File: src/rtl/muldiv_unit.sv
// Unsigned 32-bit multiply/divide unit: one bit per cycle (shift-add / restoring divide).
// Start/busy/done handshake; result written back to the register file in a one-cycle WB pulse.
module muldiv_unit #(
  parameter int WIDTH = 32,
  parameter int AW    = 3,
  parameter int CW    = 5
) (
  input  logic             clk,
  input  logic             n_rst,
  input  logic             start,
  input  logic [1:0]       op,
  input  logic [WIDTH-1:0] a,
  input  logic [WIDTH-1:0] b,
  input  logic [AW-1:0]    dst,
  output logic             busy,
  output logic             done,
  output logic             we,
  output logic [AW-1:0]    wa,
  output logic [WIDTH-1:0] wd,
  output logic             div_by_zero
);

  typedef enum logic [1:0] {IDLE, RUN, WB} state_t;

  state_t           state, state_nxt;
  logic [CW-1:0]    cnt;
  logic [1:0]       op_q;
  logic [AW-1:0]    dst_q;
  logic [WIDTH-1:0] b_q;
  logic [WIDTH-1:0] hi_q;
  logic [WIDTH-1:0] lo_q;
  logic             dbz_q;
  logic             zero_div;

  logic [WIDTH:0]   mul_sum;
  logic [WIDTH-1:0] mul_hi, mul_lo;
  logic [WIDTH:0]   rem_sh, diff;
  logic             q_bit;
  logic [WIDTH-1:0] div_hi, div_lo;
  logic [WIDTH-1:0] step_hi, step_lo, result;

  assign zero_div = op[1] && (b == '0);

  always_ff @(posedge clk or negedge n_rst) begin
    if (!n_rst) state <= IDLE;
    else        state <= state_nxt;
  end

  always_comb begin
    state_nxt = state;
    case (state)
      IDLE: if (start) state_nxt = zero_div ? WB : RUN;
      RUN:  if (cnt == '0) state_nxt = WB;
      WB:   state_nxt = IDLE;
      default: state_nxt = IDLE;
    endcase
  end

  // Multiply: {hi_q, lo_q} is the product register; multiplier bits leave from lo_q[0].
  always_comb begin
    mul_sum = {1'b0, hi_q} + (lo_q[0] ? {1'b0, b_q} : '0);
    mul_hi  = mul_sum[WIDTH:1];
    mul_lo  = {mul_sum[0], lo_q[WIDTH-1:1]};
  end

  // Divide: hi_q holds the partial remainder, lo_q the dividend turning into the quotient.
  // The remainder is always below the divisor, so the 33rd bit only exists transiently.
  always_comb begin
    rem_sh = {hi_q, lo_q[WIDTH-1]};
    diff   = rem_sh - {1'b0, b_q};
    q_bit  = ~diff[WIDTH];
    div_hi = q_bit ? diff[WIDTH-1:0] : rem_sh[WIDTH-1:0];
    div_lo = {lo_q[WIDTH-2:0], q_bit};
  end

  // op[0] selects the high half for both families: MULHI and REMU.
  always_comb begin
    step_hi = op_q[1] ? div_hi : mul_hi;
    step_lo = op_q[1] ? div_lo : mul_lo;
    result  = op_q[0] ? step_hi : step_lo;
  end

  always_ff @(posedge clk or negedge n_rst) begin
    if (!n_rst) begin
      cnt   <= '0;
      op_q  <= '0;
      dst_q <= '0;
      b_q   <= '0;
      hi_q  <= '0;
      lo_q  <= '0;
      dbz_q <= 1'b0;
      wa    <= '0;
      wd    <= '0;
    end else begin
      case (state)
        IDLE: begin
          if (start) begin
            op_q  <= op;
            dst_q <= dst;
            b_q   <= b;
            hi_q  <= '0;
            lo_q  <= a;
            cnt   <= CW'(WIDTH - 1);
            dbz_q <= zero_div;
            if (zero_div) begin
              wa <= dst;
              wd <= op[0] ? a : '1;
            end
          end
        end
        RUN: begin
          hi_q <= step_hi;
          lo_q <= step_lo;
          cnt  <= cnt - CW'(1);
          if (cnt == '0) begin
            wa <= dst_q;
            wd <= result;
          end
        end
        default: ;
      endcase
    end
  end

  assign busy        = (state != IDLE);
  assign we          = (state == WB);
  assign done        = we;
  assign div_by_zero = we && dbz_q;

endmodule

File: config.mk
export PLATFORM = sky130hd
export DESIGN_NAME = muldiv_unit
export DESIGN_NICKNAME = d
export VERILOG_FILES = /design/src/rtl/muldiv_unit.sv
export SDC_FILE = /design/constraint.sdc
export NUM_CORES = 1
export LEC_CHECK = 0
export ABC_AREA = 1
export BUFFER_PORTS_ARGS = -buffer_cell sky130_fd_sc_hd__buf_2
export CAP_MARGIN = 20
export CORE_MARGIN = 1
export CORE_UTILIZATION = 30
export DETAILED_ROUTE_END_ITERATION = 8
export GPL_ROUTABILITY_DRIVEN = 0
export PLACE_DENSITY = 0.48
export RECOVER_POWER = 50
export SLEW_MARGIN = 20
export SYNTH_ARGS = -nofsm -noshare
export SYNTH_HDL_FRONTEND = slang
export SYNTH_SLANG_ARGS = --single-unit
File: constraint.sdc
create_clock -name clk -period 6.8 [get_ports clk]
set_input_delay 1.02 -clock clk [delete_from_list [all_inputs] [get_ports clk]]
set_output_delay 1.02 -clock clk [all_outputs]
set_load 0.02 [all_outputs]
# Word level (Yosys, flattened, before mapping)

Cells that the tools add are included.

Register bits: 144
Latch bits: 0
Memory bits (writable): 0
Memory bits (read-only): 0
Input bits: 72
Word-level logic and storage cells: 54
Memories: 0

$add $sub $neg: 3
Multipliers: 0
Divide/modulo/power cells: 0
$lt $le $gt $ge: 0
Equal/unequal tests: 5
Shift-type cells: 0
Muxes and demuxes: 24
Bitwise gates (word level): 1
Reductions and logical operators: 11

Operators by type and width:

| operator                                         | number |
|---|---|
| two-way mux 32 bit                               | 11 |
| case mux 32 bit (2 select lines)                 | 3 |
| adder 32 x 32 -> 33 bit                          | 1 |
| subtractor 33 x 32 -> 33 bit                     | 1 |
| zero test 32 bit                                 | 1 |
| case mux 5 bit (2 select lines)                  | 1 |
| two-way mux 3 bit                                | 3 |
| two-way mux 2 bit                                | 3 |
| != test 2 bit, second input constant             | 3 |
| case mux 3 bit (2 select lines)                  | 1 |
| AND reduction 2 bit                              | 3 |
| zero test 5 bit                                  | 1 |
| two-way mux 5 bit                                | 1 |
| subtractor 5 x 1 -> 5 bit, second input constant | 1 |
| case mux 2 bit (2 select lines)                  | 1 |
| AND reduction 4 bit                              | 1 |
| nonzero test 2 bit                               | 2 |
| == test 2 x 1 -> 1 bit, second input constant    | 1 |
| == test 2 bit, second input constant             | 1 |
| logical AND 1 bit                                | 2 |
| zero test 2 bit                                  | 1 |
| inverter 1 bit                                   | 1 |

# Depth between registers and ports, before layout

Gate-level depths: netlist of run 1.

Depth in word-level cells: 6
Depth in mapped cells: 21

# Worst setup path before layout of run 1

Ideal clock, no wire load.

Kind: register to register
Start: reg lo_q[0]
End: reg hi_q[29]
Data arrival time: 2.441 ns
Setup slack: 4.241 ns
Stages on the path, launching flop included: 19
Path buffers: 2
Clock period less this slack: 2.559 ns
Path through: dfrtp_1 clkbuf_1 clkbuf_1 nand2_1 inv_1 ha_1 fa_1 nand2_1 nand2_1 o21ai_0 o21ai_0 nand2_1 nand2_1 nand3b_1 nand2_1 nand2_1 nand3_1 a21oi_1 a21o_1

Word-level cells in the longest chain between the ends: 4

Ends and longest elaborated chain:

| element                          | line | RTL |
|---|---|---|
| from (decl)                      | 31   | `logic [WIDTH-1:0] lo_q;` |
| from (signal assigned)           | 113  | `lo_q <= step_lo;` |
| two-way mux 32 bit               | 61   | `mul_sum = {1'b0, hi_q} + (lo_q[0] ? {1'b0, b_q} : '0);` |
| adder 32 x 32 -> 33 bit          | 61   |  |
| two-way mux 32 bit               | 78   | `step_hi = op_q[1] ? div_hi : mul_hi;` |
| case mux 32 bit (2 select lines) | 95   | `case (state)` |
| to (signal assigned)             | 112  | `hi_q <= step_hi;` |
| to (decl)                        | 30   | `logic [WIDTH-1:0] hi_q;` |

Every way passes these cells.
A chain may end at the register's enable or synchronous reset.

==> flow_summary.ini, run 1 <==
[synthesis]
synthTopCellsByArea = dfrtp_1, nand2_1, inv_1, o21ai_0, ha_1
synth_top_cells_by_count = nand2_1, inv_1, o21ai_0, nor2_1, dfrtp_1
synth_most_common_cell = nand2_1
synth_enable_flop_cells = 0
synthesis.instances = 2077
syn_area_um2 = 12740
synth_area_leader_cell = dfrtp_1
synth-seq-area-share_pct = 28.29
synth.distinct_cells = 42
yosysWarnings = 0
synth_fp_nets = 2217
synthArstFlopShare_pct = 100.0
ys_ff_latch = 144
avgSynthCellArea_um2 = 6.132
synth.top_cell.area_share_pct = 28.29
synth-main-ff-cell = dfrtp_1

[layout]
syn_to_final_growth_pct = 11.94
nFillCells = 4646
layout-drive-gt1-share_pct = 7.550
final_nets = 2286
antenna_cells = 0
finish.utilization_pct = 33.99

[hold_path]
holdPathStages = 2
hp-class = reg -> reg

[place]
portBuffers = 110
dp_hpwl_um = 36970
pre_cts_ws_ns = 3.201

[cts]
cts_tree = yes
postCtsSetupBuffers = 0
cts_hold_buf = 0
worstSkewPairLatency_ns = 0.46
cts_resized = 0
clock-sinks = 144
cts_buffers = 17
clk_pin_slew_ns = 0.06
clockBufferDepth = 2
htreeDepth = 4
cts-root-buf = clkbuf_16

[timing]
final-hold-violation-count = 0
fin_setup_tns_ns = 0
fin_skew_ns = 0.01300
slew_headroom_pct = -122.5
timing.fmax_mhz = 222.0
drv_slew = 99
rsz0062_at_grt = false
period_share_pct = 66.25
setup_ws_ns = 2.295
min_period_ns = 4.505
setup_viol = 0
worstMarginPinSlew_ns = 3.338

[critical_path]
path_cells = buf_6 -> clkbuf_1
critPathBufInv = 2
cp.arrival_ns = 4.06
slowest_stage = clkbuf_1
path_delay_family = buffers and inverters
reg2reg_depth = 9
crit_path_start_kind = input pin
crit_type = in -> async
cp.depth = 2
critical_path.max_fanout = 91
end_kind = async pin
max_stage_delay_ns = 2.41
cp.required_ns = 6.36

[die]
start_util_pct = 30.36
die_width_um = 208.0
pin_count = 111
dieArea_um2 = 43280
coreArea_um2 = 41950
die_y_um = 208.0
core.rowCount = 75

[drt]
drcViolationCount = 0
vias = 13480
first_pass_iters = 6
drtAntennaViolNets = 0
finalWirelength_um = 48520
routedWlPerCell_um = 17.98
vias_per_cell = 4.996
drtIter0Drc = 1284

[power_and_ir_drop]
ir_drop_mv = 0.4169
p_per_area_nw_per_um2 = 616.3
p_leak_nw = 7.748

[global_routing]
grt_pass1_wl_um = 74700
globalRouteTotalUtil_pct = 22.57
grt-ovfl-total = 0
antenna_found_initial = 0
grt_max_degree = 97
first_global_vias = 12860

[run]
maxCapViolCount = 2

[outcome]
status = finished with violations
violations = max-capacitance violations, max-slew violations
==> placed cells by master (no fill, tap or decap), types with 4 or more instances in the layout <==
master / Yosys / routed
nand2_1: 657 / 657
inv_1: 362 / 361
o21ai_0: 197 / 197
nor2_1: 153 / 153
dfrtp_1: 144 / 142
nand3_1: 131 / 131
a21oi_1: 110 / 110
buf_2: 5 / 74
ha_1: 66 / 66
clkbuf_1: 53 / 38
o211ai_1: 32 / 32
nand4_1: 19 / 19
nand2_2: 17 / 17
clkbuf_16: 0 / 17
a21o_1: 15 / 15
nor3_1: 13 / 13
nand3b_1: 11 / 11
xnor2_1: 11 / 11
o21a_1: 7 / 7
o21bai_1: 7 / 7
buf_4: 2 / 7
nor4_1: 6 / 6
xor2_1: 6 / 6
a21oi_2: 5 / 5
nor2_2: 6 / 5
nand2_4: 4 / 4
or2_2: 4 / 4
clkbuf_8: 0 / 4
==> state kept, by name, indices dropped and copies added (netlist names), 2 cells and up <==
register  flops
op_q          2
state         2
lo_q         32
cnt           5
b_q          32
wa            3
wd           32
hi_q         32
dst_q         3
==> cell families (layout without fill, tap and decap cells) <==
logic type	after synthesis	count (layout)	synth area share, %
AND/OR/NAND/NOR	1032	1032	33.81
multiplexers	1	1	0.07860
XOR/XNOR	17	17	1.169
adder cells (fa/ha/maj)	68	68	6.798
AO/OA/AOI/OAI	377	377	16.28
buffers and inverters	438	520	13.57
flip-flops	144	144	28.29
==> power by group <==
| part | internal (mW) | leakage [nW] | switching [mW] | total [mW] |
|---|---|---|---|---|
| combinational | 1.90 | 5.74 | 4.22 | 6.12 |
| sequential | 1.27 | 1.73 | 0.427 | 1.70 |
| clock | 0.544 | 0.286 | 0.422 | 0.966 |
| total | 3.72 | 7.75 | 5.07 | 8.79 |
==> metrics by stage <==
stage / hold slack (ns) / total power, mW / area (um^2) / instances
floorplan: 0.4479 / 5.966 / 12740 / 2077
global route: 0.4987 / 9.636 / 14260 / 2698
finish: 0.4830 / 8.786 / 14260 / 2698
detailed placement: 0.4691 / 7.782 / 13700 / 2665
CTS: 0.4853 / 8.790 / 14280 / 2697
global placement: 0.4635 / 7.741 / 13700 / 2665
==> worst register-to-register path, stage by stage, from the launching register on <==
cell and delay [ns]:
dfrtp_1 0.47, nor2_1 0.09, nand2_1 0.06, clkbuf_1 1.31, clkinv_1 0.29, nor2_1 0.21
clkbuf_1 0.76, nor2_1 0.13, nand3_1 0.11, nand3_1 0.08
==> layer usage <==
layer  global-route usage, %  vias up  wire (um)
li1                        -     6678          -
met1                   30.56     6282      22420
met5                       0        -          0
met3                   4.060       80       2807
met2                   34.90      440      21430
met4                   10.24        0       1867
==> worst paths after layout <==
kind                                  to  slack, ns     start
worst max-delay path             op_q[1]       2.29     n_rst
worst min-delay path            dst_q[1]       0.48  dst_q[1]
worst max register to register    cnt[4]       3.10  state[1]
worst min register to register  dst_q[1]       0.48  dst_q[1]
max in group clk                  cnt[4]       3.00     start
min in group asynchronous         wd[20]       0.61     n_rst
==> final cells by class <==
cell class                      count  area (um^2)  area share, %
Multi-Input combinational cell   1495         7410          51.97
Clock inverter                     11        103.9         0.7285
Inverter                          367         1378          9.663
Tap cell                          539        674.4          4.731
Timing Repair Buffer              121        604.3          4.239
Clock buffer                       21        480.5          3.370
Sequential cell                   144         3606          25.29
(Power assumes the default switching activity.)
==> run 2: changes to the inputs <==
--- a/config.mk
+++ b/config.mk
@@ -12,7 +12,7 @@
 export CORE_UTILIZATION = 30
 export DETAILED_ROUTE_END_ITERATION = 8
 export GPL_ROUTABILITY_DRIVEN = 0
-export PLACE_DENSITY = 0.48
+export PLACE_DENSITY = 0.49
 export RECOVER_POWER = 50
 export SLEW_MARGIN = 20
 export SYNTH_ARGS = -nofsm -noshare
==> constraint.sdc (replaced) <==
create_clock -name clk -period 4.07 [get_ports clk]
set_input_delay 0.6105 -clock clk [delete_from_list [all_inputs] [get_ports clk]]
set_output_delay 0.6105 -clock clk [all_outputs]
set_load 0.02 [all_outputs]
==> run 2 against run 1 <==
  * Critical endpoint is now wd[29]
  * The run still ends with max-capacitance violations, max-slew violations left
  * Largest cell class unchanged
  * Critical path depth increased by 15
  * Sequential share of layout area barely moved
  * Sequential cell count did not move
  * Setup slack worse by 1.6 ns
==> flow_summary.ini, run 2 (synthesis results as in run 1) <==
[outcome]
status = finished with violations
violations = max-capacitance violations, max-slew violations

[drt]
drtAntennaViolNets = 0
drcViolationCount = 0
drtIter0Drc = 1005
vias_per_cell = 5.019
routedWlPerCell_um = 18.22
finalWirelength_um = 49190
first_pass_iters = 5
vias = 13550

[die]
core.rowCount = 75
die_width_um = 208.0
pin_count = 111
dieArea_um2 = 43280
start_util_pct = 30.36
coreArea_um2 = 41950
die_y_um = 208.0

[critical_path]
end_kind = flip-flop
crit_type = reg -> reg
cp.required_ns = 4.46
crit_path_start_kind = flip-flop
critical_path.max_fanout = 34
cp.arrival_ns = 3.76

[timing]
hold_ws_ns = 0.3772
drv_slew = 122
setup_viol = 0
period_share_pct = 82.82
fin_setup_tns_ns = 0
timing.fmax_mhz = 296.7
rsz0062_at_grt = false
fin_skew_ns = 0.01430
slew_headroom_pct = -39.04
final-hold-violation-count = 0
worstMarginPinSlew_ns = 2.086
min_period_ns = 3.371

[cts]
clock-sinks = 144
htreeDepth = 4
clockBufferDepth = 2
postCtsSetupBuffers = 0
clk_pin_slew_ns = 0.07
cts_tree = yes
worstSkewPairLatency_ns = 0.47
cts_buffers = 17
cts_hold_buf = 0
cts_resized = 0
cts-root-buf = clkbuf_16

[place]
dp_hpwl_um = 37650
portBuffers = 110

[global_routing]
first_global_vias = 12780
antenna_found_initial = 0
globalRouteTotalUtil_pct = 22.91
grt_max_degree = 104
grt_pass1_wl_um = 75670
grt-ovfl-total = 0

[layout]
nFillCells = 4622
seqCellArea_um2 = 3606
final_nets = 2288
multi_input_area_um2 = 7410
antenna_cells = 0
layout-drive-gt1-share_pct = 9.255
mostFrequentLayoutCells = nand2_1, inv_1, o21ai_0, nor2_1, dfrtp_1
syn_to_final_growth_pct = 11.95
layout_commonest_cell = nand2_1

[run]
maxCapViolCount = 3

[hold_path]
hp-class = in -> reg
## run 2: worst paths after layout
| path | start | end | slack [ns] | cells after the start |
|---|---|---|---|---|
| worst max register to register | lo_q[0] | wd[29] | 0.70 | 17 |
| max in group asynchronous | n_rst | hi_q[10] | 1.08 | 2 |
| min in group asynchronous | n_rst | wd[3] | 0.73 | 1 |
| worst max-delay path | lo_q[0] | wd[29] | 0.70 | 17 |
| worst min register to register | cnt[0] | cnt[0] | 0.47 | 1 |
| worst min-delay path | b[16] | b_q[16] | 0.38 | 3 |
## run 2: worst max-delay path, stage by stage (launching register included)
cell and delay, ns:
dfrtp_1 0.33, buf_4 0.34, nand2_1 0.10, inv_1 0.07, ha_1 0.26, fa_1 0.31, nand2_1 0.07, nand2_1 0.07
o21ai_0 0.11, o21ai_0 0.38, nand2_1 0.10, nand2_1 0.21, nand3b_1 0.13, nand3_1 0.09, nand3_1 0.20, nand3_1 0.26
nand2_1 0.10, a21oi_1 0.14
## run 2: per-stage QoR
step / instances / instance area (um^2) / setup slack (ns) / utilization [%]
after floorplan: 2077 / 12740 / 1.511 / -
after global placement: 2668 / 13720 / 0.8777 / 32.71
after detailed placement: 2668 / 13720 / 0.8356 / 32.71
after CTS: 2700 / 14280 / 0.7978 / 34.03
after global routing: 2700 / 14260 / 0.5076 / 33.99
final: 2700 / 14260 / 0.6992 / 33.99
## run 2: area by class of cell
| type | count | share of cell area [%] |
|---|---|---|
| Tap cell | 539 | 4.730 |
| Clock inverter | 15 | 0.9039 |
| Inverter | 367 | 9.662 |
| Sequential cell | 144 | 25.29 |
| Multi-Input combinational cell | 1495 | 51.97 |
| Timing Repair Buffer | 123 | 4.458 |
| Clock buffer | 17 | 2.984 |
## run 2: per-layer routing
metal / routed length (um) / vias up / track usage, %
met4: 1841 / 0 / 9.476
met5: 0 / - / 0
li1: - / 6692 / -
met3: 2835 / 73 / 3.170
met2: 21980 / 485 / 36.38
met1: 22540 / 6302 / 31.16
Power of run 2 is not shown: default switching activity piles up to over one toggle a cycle in this logic, so the estimate is an artifact.
